[config.mk]
export PLATFORM = sky130hd
export DESIGN_NAME = ncu_sii_ingress_flat
export DESIGN_NICKNAME = d
export VERILOG_FILES = /design/src/rtl/ncu_sii_pkg.sv /design/src/rtl/ncu_sii_ingress_if.sv /design/src/rtl/ncu_sii_pkt_fifo.sv /design/src/rtl/ncu_sii_ingress.sv /design/src/flat_wrapper.sv
export SDC_FILE = /design/constraint.sdc
export NUM_CORES = 1
export LEC_CHECK = 0
export CAP_MARGIN = 20
export CORE_AREA = 4 4 193 336
export DETAILED_ROUTE_END_ITERATION = 16
export DIE_AREA = 0 0 197 340
export PLACE_DENSITY = 0.74
export SYNTH_ARGS = -nofsm -noshare
export SYNTH_HDL_FRONTEND = slang
export SYNTH_SLANG_ARGS = --single-unit
[constraint.sdc]
create_clock -name iol2clk -period 4.09 [get_ports iol2clk]
set_input_delay 1.0225 -clock iol2clk [delete_from_list [all_inputs] [get_ports iol2clk]]
set_output_delay 1.0225 -clock iol2clk [all_outputs]
set_load 0.005 [all_outputs]
[src/rtl/ncu_sii_pkg.sv]
// rtl/ncu_sii_pkg.sv - shared types, widths and parity helper for the SII->NCU ingress path
package ncu_sii_pkg;

  localparam int NCU_SII_PL_BEATS = 4;
  localparam int NCU_SII_BEAT_W   = 32;
  localparam int NCU_SII_PL_W     = NCU_SII_PL_BEATS * NCU_SII_BEAT_W;
  localparam int NCU_SII_ENTRY_W  = NCU_SII_BEAT_W + NCU_SII_PL_W + 1;

  typedef enum logic [1:0] {
    ST_IDLE = 2'd0,
    ST_GNT  = 2'd1,
    ST_HDR  = 2'd2,
    ST_PL   = 2'd3
  } ncu_sii_state_e;

  // One FIFO entry: header, 4 payload beats (beat0 in the MSBs), sticky parity error.
  typedef struct packed {
    logic [NCU_SII_BEAT_W-1:0] hdr;
    logic [NCU_SII_PL_W-1:0]   data;
    logic                      perr;
  } ncu_sii_pkt_t;

  // High when either 16-bit half of a payload beat disagrees with its parity bit.
  function automatic logic beat_perr(input logic [NCU_SII_BEAT_W-1:0] d, input logic [1:0] p);
    return (p[0] != ^d[15:0]) || (p[1] != ^d[31:16]);
  endfunction

endpackage

[src/rtl/ncu_sii_ingress_if.sv]
// rtl/ncu_sii_ingress_if.sv - SII request/data bus and NCU packet interface bundle
interface ncu_sii_ingress_if
  import ncu_sii_pkg::*;
#(
  parameter int CNT_W = 16
) ();

  logic                      sii_ncu_req;
  logic [NCU_SII_BEAT_W-1:0] sii_ncu_data;
  logic [1:0]                sii_ncu_dparity;
  logic                      ncu_sii_gnt;
  logic                      ncu_pkt_vld;
  logic                      ncu_pkt_rdy;
  logic [NCU_SII_BEAT_W-1:0] ncu_pkt_hdr;
  logic [NCU_SII_PL_W-1:0]   ncu_pkt_data;
  logic                      ncu_pkt_perr;
  logic                      ncu_sii_perr;
  logic [CNT_W-1:0]          ncu_pkt_cnt;

  // Environment side: the SII source and the NCU core sink.
  modport master (
    output sii_ncu_req, sii_ncu_data, sii_ncu_dparity, ncu_pkt_rdy,
    input  ncu_sii_gnt, ncu_pkt_vld, ncu_pkt_hdr, ncu_pkt_data,
    input  ncu_pkt_perr, ncu_sii_perr, ncu_pkt_cnt
  );

  // Ingress block side.
  modport slave (
    input  sii_ncu_req, sii_ncu_data, sii_ncu_dparity, ncu_pkt_rdy,
    output ncu_sii_gnt, ncu_pkt_vld, ncu_pkt_hdr, ncu_pkt_data,
    output ncu_pkt_perr, ncu_sii_perr, ncu_pkt_cnt
  );

endinterface

[src/rtl/ncu_sii_pkt_fifo.sv]
// rtl/ncu_sii_pkt_fifo.sv - show-ahead packet FIFO with occupancy count
module ncu_sii_pkt_fifo
  import ncu_sii_pkg::*;
#(
  parameter int DEPTH = 4,
  parameter int WIDTH = NCU_SII_ENTRY_W
) (
  input  logic                   clk,
  input  logic                   rst_l,
  input  logic                   push,
  input  logic [WIDTH-1:0]       wdata,
  input  logic                   pop,
  output logic [WIDTH-1:0]       rdata,
  output logic                   vld,
  output logic [$clog2(DEPTH):0] count
);

  localparam int            AW   = $clog2(DEPTH);
  localparam logic [AW:0]   FULL = (AW+1)'(DEPTH);

  logic [WIDTH-1:0] mem_q [DEPTH];
  logic [WIDTH-1:0] mem_d [DEPTH];
  logic [AW-1:0]    wr_ptr_q, wr_ptr_d;
  logic [AW-1:0]    rd_ptr_q, rd_ptr_d;
  logic [AW:0]      count_q, count_d;
  logic             push_ok, pop_ok;

  // Next-state: pop from empty is dropped; push when full only lands if a pop frees the slot.
  always_comb begin
    pop_ok   = pop && (count_q != '0);
    push_ok  = push && ((count_q != FULL) || pop_ok);
    mem_d    = mem_q;
    wr_ptr_d = wr_ptr_q;
    rd_ptr_d = rd_ptr_q;
    if (push_ok) begin
      mem_d[wr_ptr_q] = wdata;
      wr_ptr_d        = wr_ptr_q + AW'(1);
    end
    if (pop_ok) begin
      rd_ptr_d = rd_ptr_q + AW'(1);
    end
    count_d = count_q + (AW+1)'(push_ok) - (AW+1)'(pop_ok);
  end

  // Storage and pointers; entries clear on reset so the head reads zero.
  always_ff @(posedge clk or negedge rst_l) begin
    if (!rst_l) begin
      for (int i = 0; i < DEPTH; i++) begin
        mem_q[i] <= '0;
      end
      wr_ptr_q <= '0;
      rd_ptr_q <= '0;
      count_q  <= '0;
    end else begin
      mem_q    <= mem_d;
      wr_ptr_q <= wr_ptr_d;
      rd_ptr_q <= rd_ptr_d;
      count_q  <= count_d;
    end
  end

  assign rdata = mem_q[rd_ptr_q];
  assign vld   = (count_q != '0);
  assign count = count_q;

endmodule

[src/rtl/ncu_sii_ingress.sv]
// rtl/ncu_sii_ingress.sv - SII->NCU inbound packet receiver: grant, capture, parity, buffer
module ncu_sii_ingress
  import ncu_sii_pkg::*;
#(
  parameter int DEPTH = 4,
  parameter int CNT_W = 16
) (
  input  logic             iol2clk,
  input  logic             rst_l,
  ncu_sii_ingress_if.slave bus
);

  localparam int          AW       = $clog2(DEPTH);
  localparam logic [AW:0] FULL_CNT = (AW+1)'(DEPTH);
  localparam int          PART_W   = NCU_SII_PL_W - NCU_SII_BEAT_W;

  ncu_sii_state_e            state_q, state_d;
  logic [1:0]                beat_q, beat_d;
  logic [NCU_SII_BEAT_W-1:0] hdr_q, hdr_d;
  logic [PART_W-1:0]         pl_q, pl_d;
  logic                      perr_acc_q, perr_acc_d;
  logic                      gnt_q, gnt_d;
  logic                      sii_perr_q, sii_perr_d;
  logic [CNT_W-1:0]          cnt_q, cnt_d;

  logic                      beat_err;
  logic                      push;
  logic [AW:0]               fifo_count;
  ncu_sii_pkt_t              pkt_in;
  ncu_sii_pkt_t              pkt_out;

  assign beat_err = beat_perr(bus.sii_ncu_data, bus.sii_ncu_dparity);

  // The last beat bypasses the shift register so the packet is pushed on its own edge.
  assign pkt_in.hdr  = hdr_q;
  assign pkt_in.data = {pl_q, bus.sii_ncu_data};
  assign pkt_in.perr = perr_acc_q | beat_err;

  // Transfer sequencing: grant only from IDLE with room, then header and four payload beats.
  always_comb begin
    state_d    = state_q;
    beat_d     = beat_q;
    hdr_d      = hdr_q;
    pl_d       = pl_q;
    perr_acc_d = perr_acc_q;
    gnt_d      = 1'b0;
    sii_perr_d = 1'b0;
    cnt_d      = cnt_q;
    push       = 1'b0;
    case (state_q)
      ST_IDLE: begin
        if (bus.sii_ncu_req && (fifo_count != FULL_CNT)) begin
          state_d = ST_GNT;
          gnt_d   = 1'b1;
        end
      end
      ST_GNT: begin
        state_d = ST_HDR;
      end
      ST_HDR: begin
        hdr_d      = bus.sii_ncu_data;
        beat_d     = 2'd0;
        perr_acc_d = 1'b0;
        state_d    = ST_PL;
      end
      ST_PL: begin
        pl_d       = {pl_q[PART_W-NCU_SII_BEAT_W-1:0], bus.sii_ncu_data};
        perr_acc_d = perr_acc_q | beat_err;
        beat_d     = beat_q + 2'd1;
        if (beat_q == 2'(NCU_SII_PL_BEATS - 1)) begin
          push       = 1'b1;
          sii_perr_d = pkt_in.perr;
          cnt_d      = cnt_q + CNT_W'(1);
          state_d    = ST_IDLE;
        end
      end
      default: begin
        state_d = ST_IDLE;
      end
    endcase
  end

  // FSM, capture registers and registered status outputs.
  always_ff @(posedge iol2clk or negedge rst_l) begin
    if (!rst_l) begin
      state_q    <= ST_IDLE;
      beat_q     <= 2'd0;
      hdr_q      <= '0;
      pl_q       <= '0;
      perr_acc_q <= 1'b0;
      gnt_q      <= 1'b0;
      sii_perr_q <= 1'b0;
      cnt_q      <= '0;
    end else begin
      state_q    <= state_d;
      beat_q     <= beat_d;
      hdr_q      <= hdr_d;
      pl_q       <= pl_d;
      perr_acc_q <= perr_acc_d;
      gnt_q      <= gnt_d;
      sii_perr_q <= sii_perr_d;
      cnt_q      <= cnt_d;
    end
  end

  ncu_sii_pkt_fifo #(
    .DEPTH (DEPTH),
    .WIDTH (NCU_SII_ENTRY_W)
  ) u_fifo (
    .clk   (iol2clk),
    .rst_l (rst_l),
    .push  (push),
    .wdata (pkt_in),
    .pop   (bus.ncu_pkt_rdy),
    .rdata (pkt_out),
    .vld   (bus.ncu_pkt_vld),
    .count (fifo_count)
  );

  assign bus.ncu_sii_gnt  = gnt_q;
  assign bus.ncu_sii_perr = sii_perr_q;
  assign bus.ncu_pkt_cnt  = cnt_q;
  assign bus.ncu_pkt_hdr  = pkt_out.hdr;
  assign bus.ncu_pkt_data = pkt_out.data;
  assign bus.ncu_pkt_perr = pkt_out.perr;

endmodule
[src/flat_wrapper.sv]
// flat-port wrapper written by rule: the top's interface ports become plain ports
module ncu_sii_ingress_flat import ncu_sii_pkg::*;
#(
  parameter int DEPTH = 4,
  parameter int CNT_W = 16
)
  (iol2clk, rst_l, bus_sii_ncu_req, bus_sii_ncu_data, bus_sii_ncu_dparity, bus_ncu_pkt_rdy, bus_ncu_sii_gnt, bus_ncu_pkt_vld, bus_ncu_pkt_hdr, bus_ncu_pkt_data, bus_ncu_pkt_perr, bus_ncu_sii_perr, bus_ncu_pkt_cnt);
  ncu_sii_ingress_if #(.CNT_W(CNT_W)) bus_i ();
  input  logic iol2clk;
  input  logic rst_l;
  input wire logic [$bits(bus_i.sii_ncu_req)-1:0] bus_sii_ncu_req;
  input wire logic [$bits(bus_i.sii_ncu_data)-1:0] bus_sii_ncu_data;
  input wire logic [$bits(bus_i.sii_ncu_dparity)-1:0] bus_sii_ncu_dparity;
  input wire logic [$bits(bus_i.ncu_pkt_rdy)-1:0] bus_ncu_pkt_rdy;
  output wire logic [$bits(bus_i.ncu_sii_gnt)-1:0] bus_ncu_sii_gnt;
  output wire logic [$bits(bus_i.ncu_pkt_vld)-1:0] bus_ncu_pkt_vld;
  output wire logic [$bits(bus_i.ncu_pkt_hdr)-1:0] bus_ncu_pkt_hdr;
  output wire logic [$bits(bus_i.ncu_pkt_data)-1:0] bus_ncu_pkt_data;
  output wire logic [$bits(bus_i.ncu_pkt_perr)-1:0] bus_ncu_pkt_perr;
  output wire logic [$bits(bus_i.ncu_sii_perr)-1:0] bus_ncu_sii_perr;
  output wire logic [$bits(bus_i.ncu_pkt_cnt)-1:0] bus_ncu_pkt_cnt;
  assign bus_i.sii_ncu_req = bus_sii_ncu_req;
  assign bus_i.sii_ncu_data = bus_sii_ncu_data;
  assign bus_i.sii_ncu_dparity = bus_sii_ncu_dparity;
  assign bus_i.ncu_pkt_rdy = bus_ncu_pkt_rdy;
  assign bus_ncu_sii_gnt = bus_i.ncu_sii_gnt;
  assign bus_ncu_pkt_vld = bus_i.ncu_pkt_vld;
  assign bus_ncu_pkt_hdr = bus_i.ncu_pkt_hdr;
  assign bus_ncu_pkt_data = bus_i.ncu_pkt_data;
  assign bus_ncu_pkt_perr = bus_i.ncu_pkt_perr;
  assign bus_ncu_sii_perr = bus_i.ncu_sii_perr;
  assign bus_ncu_pkt_cnt = bus_i.ncu_pkt_cnt;
  ncu_sii_ingress #(.DEPTH(DEPTH), .CNT_W(CNT_W)) u_core (.iol2clk(iol2clk), .rst_l(rst_l), .bus(bus_i));
endmodule
==> summary.md <==
| Metric | Value |
|---|---|
| Outcome | complete, no violations |
| CP endpoint | bus_ncu_pkt_data[25] |
| Die width | 197 µm |
| Residual DRC | 0 |
| Port Buffers | 217 |
| Post-synth EDFFs | 0 |
| Mean Syn Cell Area | 17.1 µm² |
| Routed Antenna Nets | 0 |
| Power density cells | 668 nW/µm² |
| Tcrit/Tclk final | 96.2% |
| RSZ-0062 raised after global routing | no |
| Remaining Overflow, GRT | 0 |
| Clock-pin slew on the worst setup and hold paths | 0.06 ns |
| Initial core utilization | 54.7% |
| Synth Instances | 1,981 |
| Initial antenna violation count | 2 |
| Placer congestion estimate | 0.773 |
| Relative slew margins | 38.4% |
| Critical path arrival | 2.91 ns |
| Largest net degree at the start of global routing | 87 |
| Vias per cell | 5.88 |
| WL/cell | 25.5 µm |
| Core ar. | 62,100 µm² |
| Global-route wire length before repair | 124,000 µm |
| Min Clock Period, post-route | 3.93 ns |
| CTS Buf Count | 72 |
| Reg2reg start | u_core.beat_q[1] |
| Fmax | 254 MHz |
| Cell area after synthesis | 34,000 µm² |
| Fin. max-slew vios | 0 |
| Worst Hold Class | input port to async pin |
| Layout cells sized above 1 | 46.7% |
| Rows | 121 |
| Worst setup startpoint | u_core.u_fifo.rd_ptr_q[0] |
| Max VDD drop | 0.000456 V |
| CP Class | register to output port |
| Die area | 67,000 µm² |
| CTS tree | built |
| Nets | 2,284 |
| Setup Buffers After CTS | 0 |
| Depth of the CTS H-tree | 3 |
| Clk_skew | 0.0176 ns |
| Post-CTS Hold Buffers | 0 |
| Top FF cell, synth | dfrtp_1 |
| Clock tree buffer depth | 3 |
| Worst reg2reg path depth | 7 |
| Syn-to-layout area delta | 17.6% |
| Clk_lat worst skew | 0.63 ns |
| Most frequent cells in the layout | 800 x dfrtp_1, 702 x mux2_2, 216 x clkdlybuf4s50_1 |
| Final Hold Fails | 0 |
| Post-synth net total | 2,031 |
| Sequential share of the synthesized area | 59.1% |
| Syn. warnings | 0 |
| Finish-stage setup viols | 0 |
| Total negative slack | 0 ns |
| Worst EP required | 3.07 ns |
| #FFs+latches synth | 802 |
| Resized cells post-CTS | 0 |
| Aggregate global-route resource usage | 24.1% |
| Layout fillers | 4,503 |
| Clock sink count | 802 |
| Pwr Total | 26,700 µW |
| Vias in the first global route | 20,500 |
| Post-route worst setup slack | 0.155 ns |
| DR iter-0 viols | 743 |
| Worst setup SP type | register |
| Dpl cells | 2,959 |
| CTS Root Buffer Type | clkbuf_16 |
| Reg2Reg Setup Slack | 1.15 ns |
| Core Util, Final | 64.4% |
| DR pass1 iterations | 4 |
| Pre-CTS setup slack | 0.617 ns |
| Worst Max-Slew Pin Slew | 0.924 ns |
| Static leakage | 0.0191 µW |
| Non-filler cells, final | 3,088 |
| # IOs | 218 |
| Max cap viols | 0 |
| Routed via count | 18,200 |
| Async SR Flop Fraction | 100% |
| Final WL | 78,800 µm |
| DIE HEIGHT | 340 µm |
| Yosys cell types | 31 |
| CP Max Fanout | 19 |
| Crit path capture type | output port |
| Dpl hpwl | 52,300 µm |
| Most common cell after layout, fill and taps aside | dfrtp_1 |
| Worst r2r dst | u_core.u_fifo.mem_q[38] |
synthesized netlist by cell type (11+ instances only):
cell / instances / area share (%)
dfrtp_1: 802 / 59
mux2_2: 702 / 23
mux4_2: 161 / 11
mux2_1: 68 / 2.3
buf_2: 51 / 0.75
xnor2_1: 39 / 1.0
buf_4: 37 / 0.82
clkbuf_1: 21 / 0.23
nand2_1: 19 / 0.21
buf_1: 11 / 0.12
ha_1: 11 / 0.41
registers in the layout (all words and copies together) (netlist names):
signal                   count
u_core.u_fifo.mem_q        644
u_core.u_fifo.rd_ptr_q       2
u_core.bus.ncu_pkt_cnt      16
u_core.perr_acc_q            1
u_core.pl_q                 96
u_core.bus.ncu_sii_perr      1
u_core.bus.ncu_sii_gnt       1
u_core.hdr_q                32
u_core.beat_q                2
u_core.state_q               2
u_core.u_fifo.count          3
u_core.u_fifo.wr_ptr_q       2
worst max-delay path: stages, from the launching register on:
cell,delay [ns]
dfrtp_4,0.68
buf_4,0.45
mux4_2,0.63
clkdlybuf4s50_1,0.49
where the power goes:
| group | switching [µW] | internal, µW | leakage (µW) |
|---|---|---|---|
| combinational | 2930 | 4620 | 0.00713 |
| clock | 2920 | 3900 | 0.00119 |
| sequential | 2030 | 10300 | 0.0108 |
per-layer routing:
layer	track usage (%)	wire length (µm)	vias up
met2	42.8	42100	326
met4	6.78	1790	0
met5	0	0	-
li1	-	-	7826
met3	4.09	3490	81
met1	30.5	31400	9925
worst min path at each step:
stage	cells after the start	slack, ns	end	start
6_report	1	0.41	u_core.u_fifo.mem_q[627]	rst_l
5_1_grt	1	0.46	u_core.u_fifo.mem_q[627]	rst_l
4_1_cts	1	0.43	u_core.u_fifo.mem_q[627]	rst_l
3_5_place_dp	1	0.46	u_core.bus.ncu_pkt_cnt[15]	u_core.bus.ncu_pkt_cnt[15]
3_3_place_gp	1	0.46	u_core.bus.ncu_pkt_cnt[15]	u_core.bus.ncu_pkt_cnt[15]
2_1_floorplan	2	0.45	u_core.u_fifo.mem_q[161]	u_core.u_fifo.mem_q[161]
kinds of logic after synthesis:
| logic type | synth area share [%] |
|---|---|
| fa+ha+maj | 0.464 |
| simple gates | 0.678 |
| mux | 36.2 |
| flops | 59.1 |
| xor+xnor | 1.37 |
| compound gates | 0.195 |
| buf+inv | 2.02 |
through the flow:
step / area, µm² / hold slack [ns]
2_1_floorplan: 34000 / 0.450
3_3_place_gp: 37600 / 0.462
3_5_place_dp: 37600 / 0.464
4_1_cts: 39900 / 0.434
5_1_grt: 39900 / 0.459
6_report: 39900 / 0.407
cell type report:
cell class	instances	area (µm²)	area share, %
antenna	2	5.00	0.0125
clock buffer	114	2280	5.72
clock inverter	13	108	0.269
inverter	9	33.8	0.0846
multi-input combinational	1050	13300	33.3
sequential	802	20100	50.3
tap	799	1000	2.50
timing repair buffer	299	3160	7.90
Note: power is estimated with default switching activity, not from simulation.
==> patch, RTL diff (same settings) <==
Take the reset off `pl_q` and load it in a clocked block of its own.
--- a/src/rtl/ncu_sii_ingress.sv
+++ b/src/rtl/ncu_sii_ingress.sv
@@ -88,3 +88,2 @@
       hdr_q      <= '0;
-      pl_q       <= '0;
       perr_acc_q <= 1'b0;
@@ -97,3 +96,2 @@
       hdr_q      <= hdr_d;
-      pl_q       <= pl_d;
       perr_acc_q <= perr_acc_d;
@@ -103,2 +101,6 @@
     end
+  end
+
+  always_ff @(posedge iol2clk) begin
+    pl_q <= pl_d;
   end
Check against the original RTL: no difference found for any inputs over 4 cycles, from zero or initial values and one cycle with rst_l low; that may be too few to reach the edited logic, so the function may still have changed.
==> patch against the original RTL <==
  * Via count down 3.1%
  * Routed wire length down 0.19%
  * Setup slack better by 0.070 ns
  * Power down 4.1%
  * Count of clock-buffer cells in the layout up 4
  * Area after synthesis down 1.4%
  * Sequential cell count unchanged
  * Fmax up 1.8%
  * Final area down 1.9%
  * Register-to-register slack better by 0.30 ns
  * Critical endpoint is now bus_ncu_pkt_data[53]
==> patch: results <==
{
  "p_comb_w": 0.00682,
  "synthTopCellsByArea": "dfrtp_1, mux2_2, mux4_2",
  "synthArstFlopShare": 0.8803,
  "drt_first_pass_iters": 5,
  "ys_seq_area_frac": 0.6137,
  "r2r_setup_slack_ns": 1.45,
  "ir_worst_vdd_v": 0.0004007,
  "n_antenna_cell": 1,
  "p_int_w": 0.01834,
  "fin_nets": 2178,
  "outcome": "finished, final reports clean",
  "multi_input_area_mm2": 0.01220,
  "dp.cells": 2851,
  "gr-usage-met3": 0.03803,
  "wl_met1_um": 30820,
  "clock_cell_area_share": 0.06241,
  "buffers": 287,
  "seqAreaFraction": 0.5245,
  "top_layer": "met5",
  "via_count": 17590,
  "synthXorXnorAreaFrac": 0.01394,
  "viasPerCell": 5.888,
  "multi_input_gates": 954,
  "synth_commonest_cells": "dfrtp_1, mux2_2, mux4_2",
  "gp_congestion": 0.7613,
  "crit_fanout": 21,
  "drtIter0Drc": 797,
  "synth_compound_area_frac": 0.001980,
  "grt_pass1_vias": 19950,
  "gr-usage-all-layers": 0.2382,
  "routedWlPerCell_um": 26.31,
  "critical_path_arrival_ns": 2.84,
  "maxSlewHeadroom": 0.3188,
  "fillCellCount": 4463,
  "yosys.area_share.adder": 0.004708,
  "clock_skew_ns": 0.02177,
  "synthCells": 1874
}
-- patch: metrics by stage --
stage	hold slack [ns]	worst slack (ns)	total power, W	instance area (um2)	utilization
finish	0.4356	0.2253	0.02561	39190	0.6314
global route	0.4873	0.06514	0.02688	39190	0.6313
global placement	0.4613	0.7862	0.01857	36740	0.5919
CTS	0.4755	0.1452	0.02594	39190	0.6313
detailed placement	0.4644	0.7890	0.01897	36740	0.5919
floorplan	0.4503	0.5740	0.01568	33490	-
-- patch: worst paths after layout --
path / start / endpoint / cells past startpoint
min reg2reg: u_core.bus.ncu_pkt_cnt[15] / u_core.bus.ncu_pkt_cnt[15] / 1
min: rst_l / u_core.u_fifo.mem_q[350] / 1
max in group asynchronous: rst_l / u_core.hdr_q[7] / 2
max reg2reg: u_core.state_q[1] / u_core.bus.ncu_pkt_cnt[15] / 8
max: u_core.u_fifo.rd_ptr_q[0] / bus_ncu_pkt_data[53] / 3
min in group iol2clk: u_core.bus.ncu_pkt_cnt[15] / u_core.bus.ncu_pkt_cnt[15] / 1
